===== src/rtl/ehl_clk_div_ctrl.sv =====
// Programmable clock-enable divider with a one-entry ratio staging register.
// Ratio updates take effect only on period boundaries so no period is ever cut short.
module ehl_clk_div_ctrl #(
  parameter int unsigned WIDTH      = 8,
  parameter int          TECHNOLOGY = 0
) (
  input  logic             clk,
  input  logic             reset,
  input  logic             i_en,
  input  logic [WIDTH-1:0] i_div,
  input  logic             i_div_vld,
  output logic             o_div_rdy,
  output logic             o_clk_en,
  output logic             o_clk_div,
  output logic             o_busy
);

  localparam logic [WIDTH-1:0] One = WIDTH'(1);

  typedef enum logic [1:0] {
    StIdle,
    StRun,
    StStop
  } state_e;

  state_e           state_q, state_d;
  logic [WIDTH-1:0] cnt_q, cnt_d;
  logic [WIDTH-1:0] act_div_q, act_div_d;
  logic [WIDTH-1:0] pend_q, pend_d;
  logic             pend_vld_q, pend_vld_d;
  logic             clk_div_q, clk_div_d;

  logic             xfer;
  logic             period_end;
  logic [WIDTH-1:0] div_eff;

  assign xfer       = i_div_vld & ~pend_vld_q;
  assign period_end = (state_q != StIdle) && (cnt_q == (act_div_q - One));
  // A ratio of zero behaves as divide-by-one.
  assign div_eff    = (i_div == '0) ? One : i_div;

  // State register
  always_ff @(posedge clk or posedge reset) begin
    if (reset) begin
      state_q <= StIdle;
    end else begin
      state_q <= state_d;
    end
  end

  // Next-state logic
  always_comb begin
    state_d = state_q;
    unique case (state_q)
      StIdle: begin
        if (i_en) begin
          state_d = StRun;
        end
      end
      StRun: begin
        if (!i_en) begin
          state_d = StStop;
        end
      end
      StStop: begin
        if (i_en) begin
          state_d = StRun;
        end else if (period_end) begin
          state_d = StIdle;
        end
      end
      default: state_d = StIdle;
    endcase
  end

  // Output logic
  always_comb begin
    o_busy    = (state_q != StIdle);
    o_clk_en  = period_end;
    o_div_rdy = ~pend_vld_q;
    o_clk_div = clk_div_q;
  end

  // Counter, active ratio and staging register
  always_comb begin
    cnt_d      = cnt_q;
    act_div_d  = act_div_q;
    pend_d     = pend_q;
    pend_vld_d = pend_vld_q;

    if (state_q == StIdle) begin
      cnt_d = '0;
      if (pend_vld_q) begin
        act_div_d  = pend_q;
        pend_vld_d = 1'b0;
      end
      if (xfer) begin
        pend_d     = div_eff;
        pend_vld_d = 1'b1;
      end
    end else if (period_end) begin
      cnt_d = '0;
      // A ratio arriving on the boundary itself bypasses the staging register.
      if (xfer) begin
        act_div_d = div_eff;
      end else if (pend_vld_q) begin
        act_div_d  = pend_q;
        pend_vld_d = 1'b0;
      end
    end else begin
      cnt_d = cnt_q + One;
      if (xfer) begin
        pend_d     = div_eff;
        pend_vld_d = 1'b1;
      end
    end
  end

  always_ff @(posedge clk or posedge reset) begin
    if (reset) begin
      cnt_q      <= '0;
      act_div_q  <= One;
      pend_q     <= One;
      pend_vld_q <= 1'b0;
    end else begin
      cnt_q      <= cnt_d;
      act_div_q  <= act_div_d;
      pend_q     <= pend_d;
      pend_vld_q <= pend_vld_d;
    end
  end

  // Square wave is precomputed from next-state values so the flop lines up with cnt.
  assign clk_div_d = (state_d != StIdle) && (cnt_d < (act_div_d >> 1));

  if (TECHNOLOGY == 0) begin : g_clk_div_beh
    always_ff @(posedge clk or posedge reset) begin
      if (reset) begin
        clk_div_q <= 1'b0;
      end else begin
        clk_div_q <= clk_div_d;
      end
    end
  end else begin : g_clk_div_tech
    // No cell library is bound for other technologies yet; keep a plain flop.
    always_ff @(posedge clk or posedge reset) begin
      if (reset) begin
        clk_div_q <= 1'b0;
      end else begin
        clk_div_q <= clk_div_d;
      end
    end
  end

endmodule


===== config.mk =====
export PLATFORM = sky130hd
export DESIGN_NAME = ehl_clk_div_ctrl
export DESIGN_NICKNAME = d
export VERILOG_FILES = /design/src/rtl/ehl_clk_div_ctrl.sv
export SDC_FILE = /design/constraint.sdc
export NUM_CORES = 1
export LEC_CHECK = 0
export CELL_PAD_IN_SITES_DETAIL_PLACEMENT = 1
export CELL_PAD_IN_SITES_GLOBAL_PLACEMENT = 1
export CORE_UTILIZATION = 50
export CTS_BUF_LIST = sky130_fd_sc_hd__clkbuf_8
export DETAILED_ROUTE_END_ITERATION = 10
export DONT_BUFFER_PORTS = 1
export PLACE_DENSITY_LB_ADDON = 0.08
export SLEW_MARGIN = 0
export SYNTH_ARGS = -nofsm -noshare
export SYNTH_HDL_FRONTEND = slang
export SYNTH_SLANG_ARGS = --single-unit

===== constraint.sdc =====
create_clock -name clk -period 11.98 [get_ports clk]
set_input_delay 1.198 -clock clk [delete_from_list [all_inputs] [get_ports clk]]
set_output_delay 1.198 -clock clk [all_outputs]
set_load 0.02 [all_outputs]

* Word level (Yosys, flattened, before mapping)
Cells that the tools add are included.
Operators by class: $add $sub $neg 2, $lt $le $gt $ge 1, eq/ne operators 5, mux-type cells 20, bitwise operators 2, reductions and logical operators 9
Operator list (number):
- $mux W8 | 10
- $add A8 B1 Y8 const B | 1
- $eq A8 B8 Y1 | 1
- $logic_not A8 Y1 | 1
- $lt A8 B7 Y1 | 1
- $mux W2 | 4
- $sub A8 B1 Y8 const B | 1
- $pmux W2 S3 | 1
- $reduce_bool A2 Y1 | 3
- $mux W1 | 5
- $ne A3 B2 Y1 const B | 1
- $reduce_bool A3 Y1 | 1
- $eq A2 B1 Y1 const B | 1
- $eq A2 B2 Y1 const B | 1
- $logic_and A1 B1 Y1 | 2
- $logic_not A2 Y1 | 1
- $ne A2 B1 Y1 const B | 1
- $reduce_and A2 Y1 | 1
- $and A1 B1 Y1 | 1
- $not A1 Y1 | 1
Storage, ports and cells: register bits 28, input port bits 12, output and inout port bits 4, logic and storage cells 46

* Logic depth before layout (Yosys ltp)
word-level depth 8, mapped depth 16, depth with buffers taken out 15

* Least setup slack after synthesis
OpenSTA, ideal clock, no wires.
kind reg2reg, start point reg act_div_q[0], end point reg clk_div_q, in the netlist o_clk_div, library setup time 77 ps, arrival time 3714 ps, required time 11903 ps, path slack 8189 ps, stages on the path, launching flop included 17, buffers on the path 1, clock period less this slack 3791 ps, cell sequence dfstp_2 -> inv_1 -> ha_1 -> or4_1 -> o211ai_2 -> o2111ai_1 -> a211o_2 -> buf_6 -> nor2_1 -> a21oi_1 -> o22a_1 -> ha_1 -> a21o_1 -> a211oi_1 -> o221ai_1 -> a221o_1 -> a21oi_1
Between the ends: longest elaborated chain between the ends 8, elaborated cells between the ends (all ways) 13, those cells by class add/sub: 1; order compare: 1; eq/ne: 1; mux: 7; reduce/logical: 3
RTL lines:
- from (decl) | line 28 | logic [WIDTH-1:0] act_div_q, act_div_d;
- from (signal assigned) | line 122 | act_div_q <= One;
- from (signal assigned) | line 127 | act_div_q <= act_div_d;
- $sub A8 B1 Y8 (*) | line 38 | assign period_end = (state_q != StIdle) && (cnt_q == (act_div_q - One));
- $eq A8 B8 Y1 (*) | line 38
- $logic_and A1 B1 Y1 (*) | line 38
- branches (longest 4 deep; another with $lt A8 B7 Y1)
- $logic_and A1 B1 Y1 (*) | line 134 | assign clk_div_d = (state_d != StIdle) && (cnt_d < (act_div_d >> 1));
- via clk_div_d | line 31 | logic clk_div_q, clk_div_d;
- to (signal assigned) | line 141 | clk_div_q <= clk_div_d;
- to (decl) | line 31
Mark *: on every way through the listed nets, which the timed path passes. The select of a mux whose other input is x is not followed. A chain may end at the register's enable or synchronous reset.

* Worst setup path in the final report
Ends and elaborated chain as after synthesis.

==> run metrics <==
hold depth=2; final-report hold violation count=0; LEAKAGE=0.831 nW; max frequency=240 MHz; Core Area=0.00339 mm2; status=completed; io pins=16; PD cells=251 mW/mm2; Post-Route WL=4.71 mm; Design Area, Final=0.00190 mm2; crit share post-route=34.8%; first-pass GRT wire length=7.91 mm; vias in the first global route=1,623; YS warnings=0; CTS tree=yes; clock skew=0.00389 ns; Initial Util=53.4%; Mapped Area=0.00181 mm2; Sink Count=28; Syn Inst Count=186; Reg2Reg Setup Slack=7.81 ns; PostCTS Resize Cnt=0; Synth cell types=48; Max-Cap Viols=0; Primary FF master, synth=dfrtp_1; min-delay worst type=reg2reg; Clk pin slew, worst setup/hold paths=0.10 ns; Top cell by count, worst path=ha_1; worst skew pair latency=0.28 ns; R2R Path Start=act_div_q[0]$_DFFE_PP1P_; sequential element share of the synthesized area=38.8%; final net count=207; Die Y=62.2 um; DIE AREA=0.00387 mm2; cts bufs inserted=3; min-delay src=pend_q[0]$_DFFE_PP1P_; Setup WS pre-CTS=7.86 ns; fillers=387; H-tree depth=1; Final Critical Period=4.17 ns; IO Port Bufs=0; slowest stage delay, CP=0.58 ns; 1st-pass router iterations=4; Multi-input gate area=0.00103 mm2; antenna violations before repair=0; cells on worst reg2reg path=14; Rel. slew slack=30.1%; Max IR drop VDD=0.000120 V; GRT Total Usage=26.3%; gr ovfl total=0; # diodes=0; pin count of the biggest net entering global routing=29; Post-synth EDFFs=0; Detail Placement HPWL=3.69 mm; Final Non-Filler Cells=232; Worst Slack Setup Final=7.81 ns; CP required=12.18 ns; average routed wire per standard cell=20.3 um; Post-DRT Antenna Nets=0; CP cell instances=inv_1 > ha_1 > or4_1 > o211ai_2 > o2111ai_1 > a2111oi_2 > nor2_1 > o22a_1 > ha_1 > a21o_1 > a211oi_1 > o221ai_1 > a221o_1 > a21oi_1; critical path class=reg2reg; Mean Syn Cell Area=9.73 um2; FF/Latch Area=703 um2; crit path max-delay cell type=dfstp_2; Area Overhead vs Synth=5.11%; Clock Path Buffers=2; reg2reg end=o_clk_div$_DFF_PP0_; placed inst area=0.00185 mm2; Vias per Instance=6.24; DRT iter0 DRCs=65; crit path DAT=4.38 ns; Vias=1,448; placed insts=228; Hold Buf Count CTS=0; RSZ-0062 raised after global routing=no; CP endpoint kind=flip-flop; Tightest Pin Transition=1.05 ns; Die W=62.2 um; FF+latch count, synth=28; asr flop ratio synth=100%; Startpoint Class=flip-flop; Syn Nets=206; Root Buffer=clkbuf_8; final max-slew violation count=0; Hold Slack=0.505 ns; count of final setup violators=0; Fin Setup TNS=0 ns; layout cell share with drive strength beyond 1=11.8%; Rows=21; Setup Fix Bufs, Post-CTS=0; RD Place Congestion=0.856; drt drc=0; Hold EP=pend_q[0]$_DFFE_PP1P_; worst-path fanout max=7
==> placed cells by master (no fill, tap or decap), types with 3 or more instances in the layout <==
master     n
a21oi_1   10
and3_1     3
clkbuf_8   4
dfrtp_1   26
ha_1       8
inv_1     12
mux2_2     7
mux2i_1    8
nand2_1   13
nand3_1    6
nor2_1    22
nor2b_1    3
nor3_1     3
o211ai_1   3
o21ai_0    4
o22a_1     6
xnor2_1    8
xor2_1     6
==> worst max path at each step <==
stage	start	endpoint	slack, ns
finish	act_div_q[0]$_DFFE_PP1P_	o_clk_div$_DFF_PP0_	7.81
global route	act_div_q[0]$_DFFE_PP1P_	o_clk_div$_DFF_PP0_	7.51
CTS	act_div_q[0]$_DFFE_PP1P_	o_clk_div$_DFF_PP0_	7.83
detailed placement	act_div_q[0]$_DFFE_PP1P_	o_clk_div$_DFF_PP0_	7.86
global placement	act_div_q[0]$_DFFE_PP1P_	o_clk_div$_DFF_PP0_	8.08
floorplan	act_div_q[0]$_DFFE_PP1P_	o_clk_div$_DFF_PP0_	8.19
==> state kept, by name, indices dropped and copies added (netlist names) <==
name        flops
o_clk_div       1
state_q         2
pend_q          8
cnt_q           8
pend_vld_q      1
act_div_q       8
==> per-layer routing <==
layer / global-route usage (%) / routed length, um
met2: 47.0 / 2430
met3: 3.31 / 109
met1: 32.8 / 2090
met4: 8.14 / 78
met5: 0 / 0
==> synthesized netlist by cell type, types with 2 or more instances <==
cell,number,area share [%]
o211ai_1,3,1.2
a21boi_0,2,0.83
inv_1,12,2.5
a211oi_1,2,0.83
and3_1,3,1.0
mux2_2,7,4.4
nand3_1,6,1.7
dfrtp_1,26,36
o221ai_1,2,0.97
ha_1,8,5.5
nor2b_1,3,1.0
nor3_1,3,0.83
xor2_1,6,2.9
a221oi_1,2,0.97
o22a_1,6,2.9
xnor2_1,8,3.9
nand2_1,13,2.7
or3_1,2,0.69
dfstp_2,2,2.9
buf_1,2,0.41
nor2_1,22,4.6
mux2i_1,8,4.4
o21ai_0,4,1.1
a21oi_1,10,2.8
==> worst max-delay path, delay by kind of cell (launching register included) <==
family                     cells  cell delay (ns)
DFF                            1             0.58
buffers and inverters          1             0.07
and+or+nand+nor                2             0.78
adders and majority gates      2             0.59
AOI/OAI and AO/OA              9             2.09
==> area by class of cell <==
| class | instances | area share [%] |
|---|---|---|
| Timing Repair Buffer | 1 | 0.394 |
| Clock buffer | 4 | 2.89 |
| Sequential cell | 28 | 36.9 |
| Multi-Input combinational cell | 141 | 54.4 |
| Tap cell | 46 | 3.02 |
| Inverter | 12 | 2.37 |
==> metrics by stage <==
stage / total power [mW] / utilization, %
detailed placement: 0.417 / 54.5
global route: 0.508 / 56.1
CTS: 0.477 / 56.1
finish: 0.477 / 56.1
global placement: 0.405 / 54.5
floorplan: 0.356 / -
==> power by group <==
| part | total (mW) | switching [mW] | internal (mW) | leakage [nW] |
|---|---|---|---|---|
| Combinational | 0.237 | 0.130 | 0.108 | 0.455 |
| Sequential | 0.180 | 0.0490 | 0.131 | 0.347 |
| Clock | 0.0595 | 0.0300 | 0.0295 | 0.0288 |
| Total | 0.477 | 0.209 | 0.268 | 0.831 |
==> cells by family (layout without fill, tap and decap cells) <==
logic type / count (synthesis) / count (layout) / synth area share [%]
mux: 15 / 15 / 8.78
buf+inv: 17 / 17 / 4.01
compound gates: 45 / 45 / 19.8
fa+ha+maj: 8 / 8 / 5.53
flops: 28 / 28 / 38.8
xor+xnor: 15 / 15 / 8.22
simple gates: 58 / 58 / 14.9
Note: power is estimated with default switching activity, not from simulation.
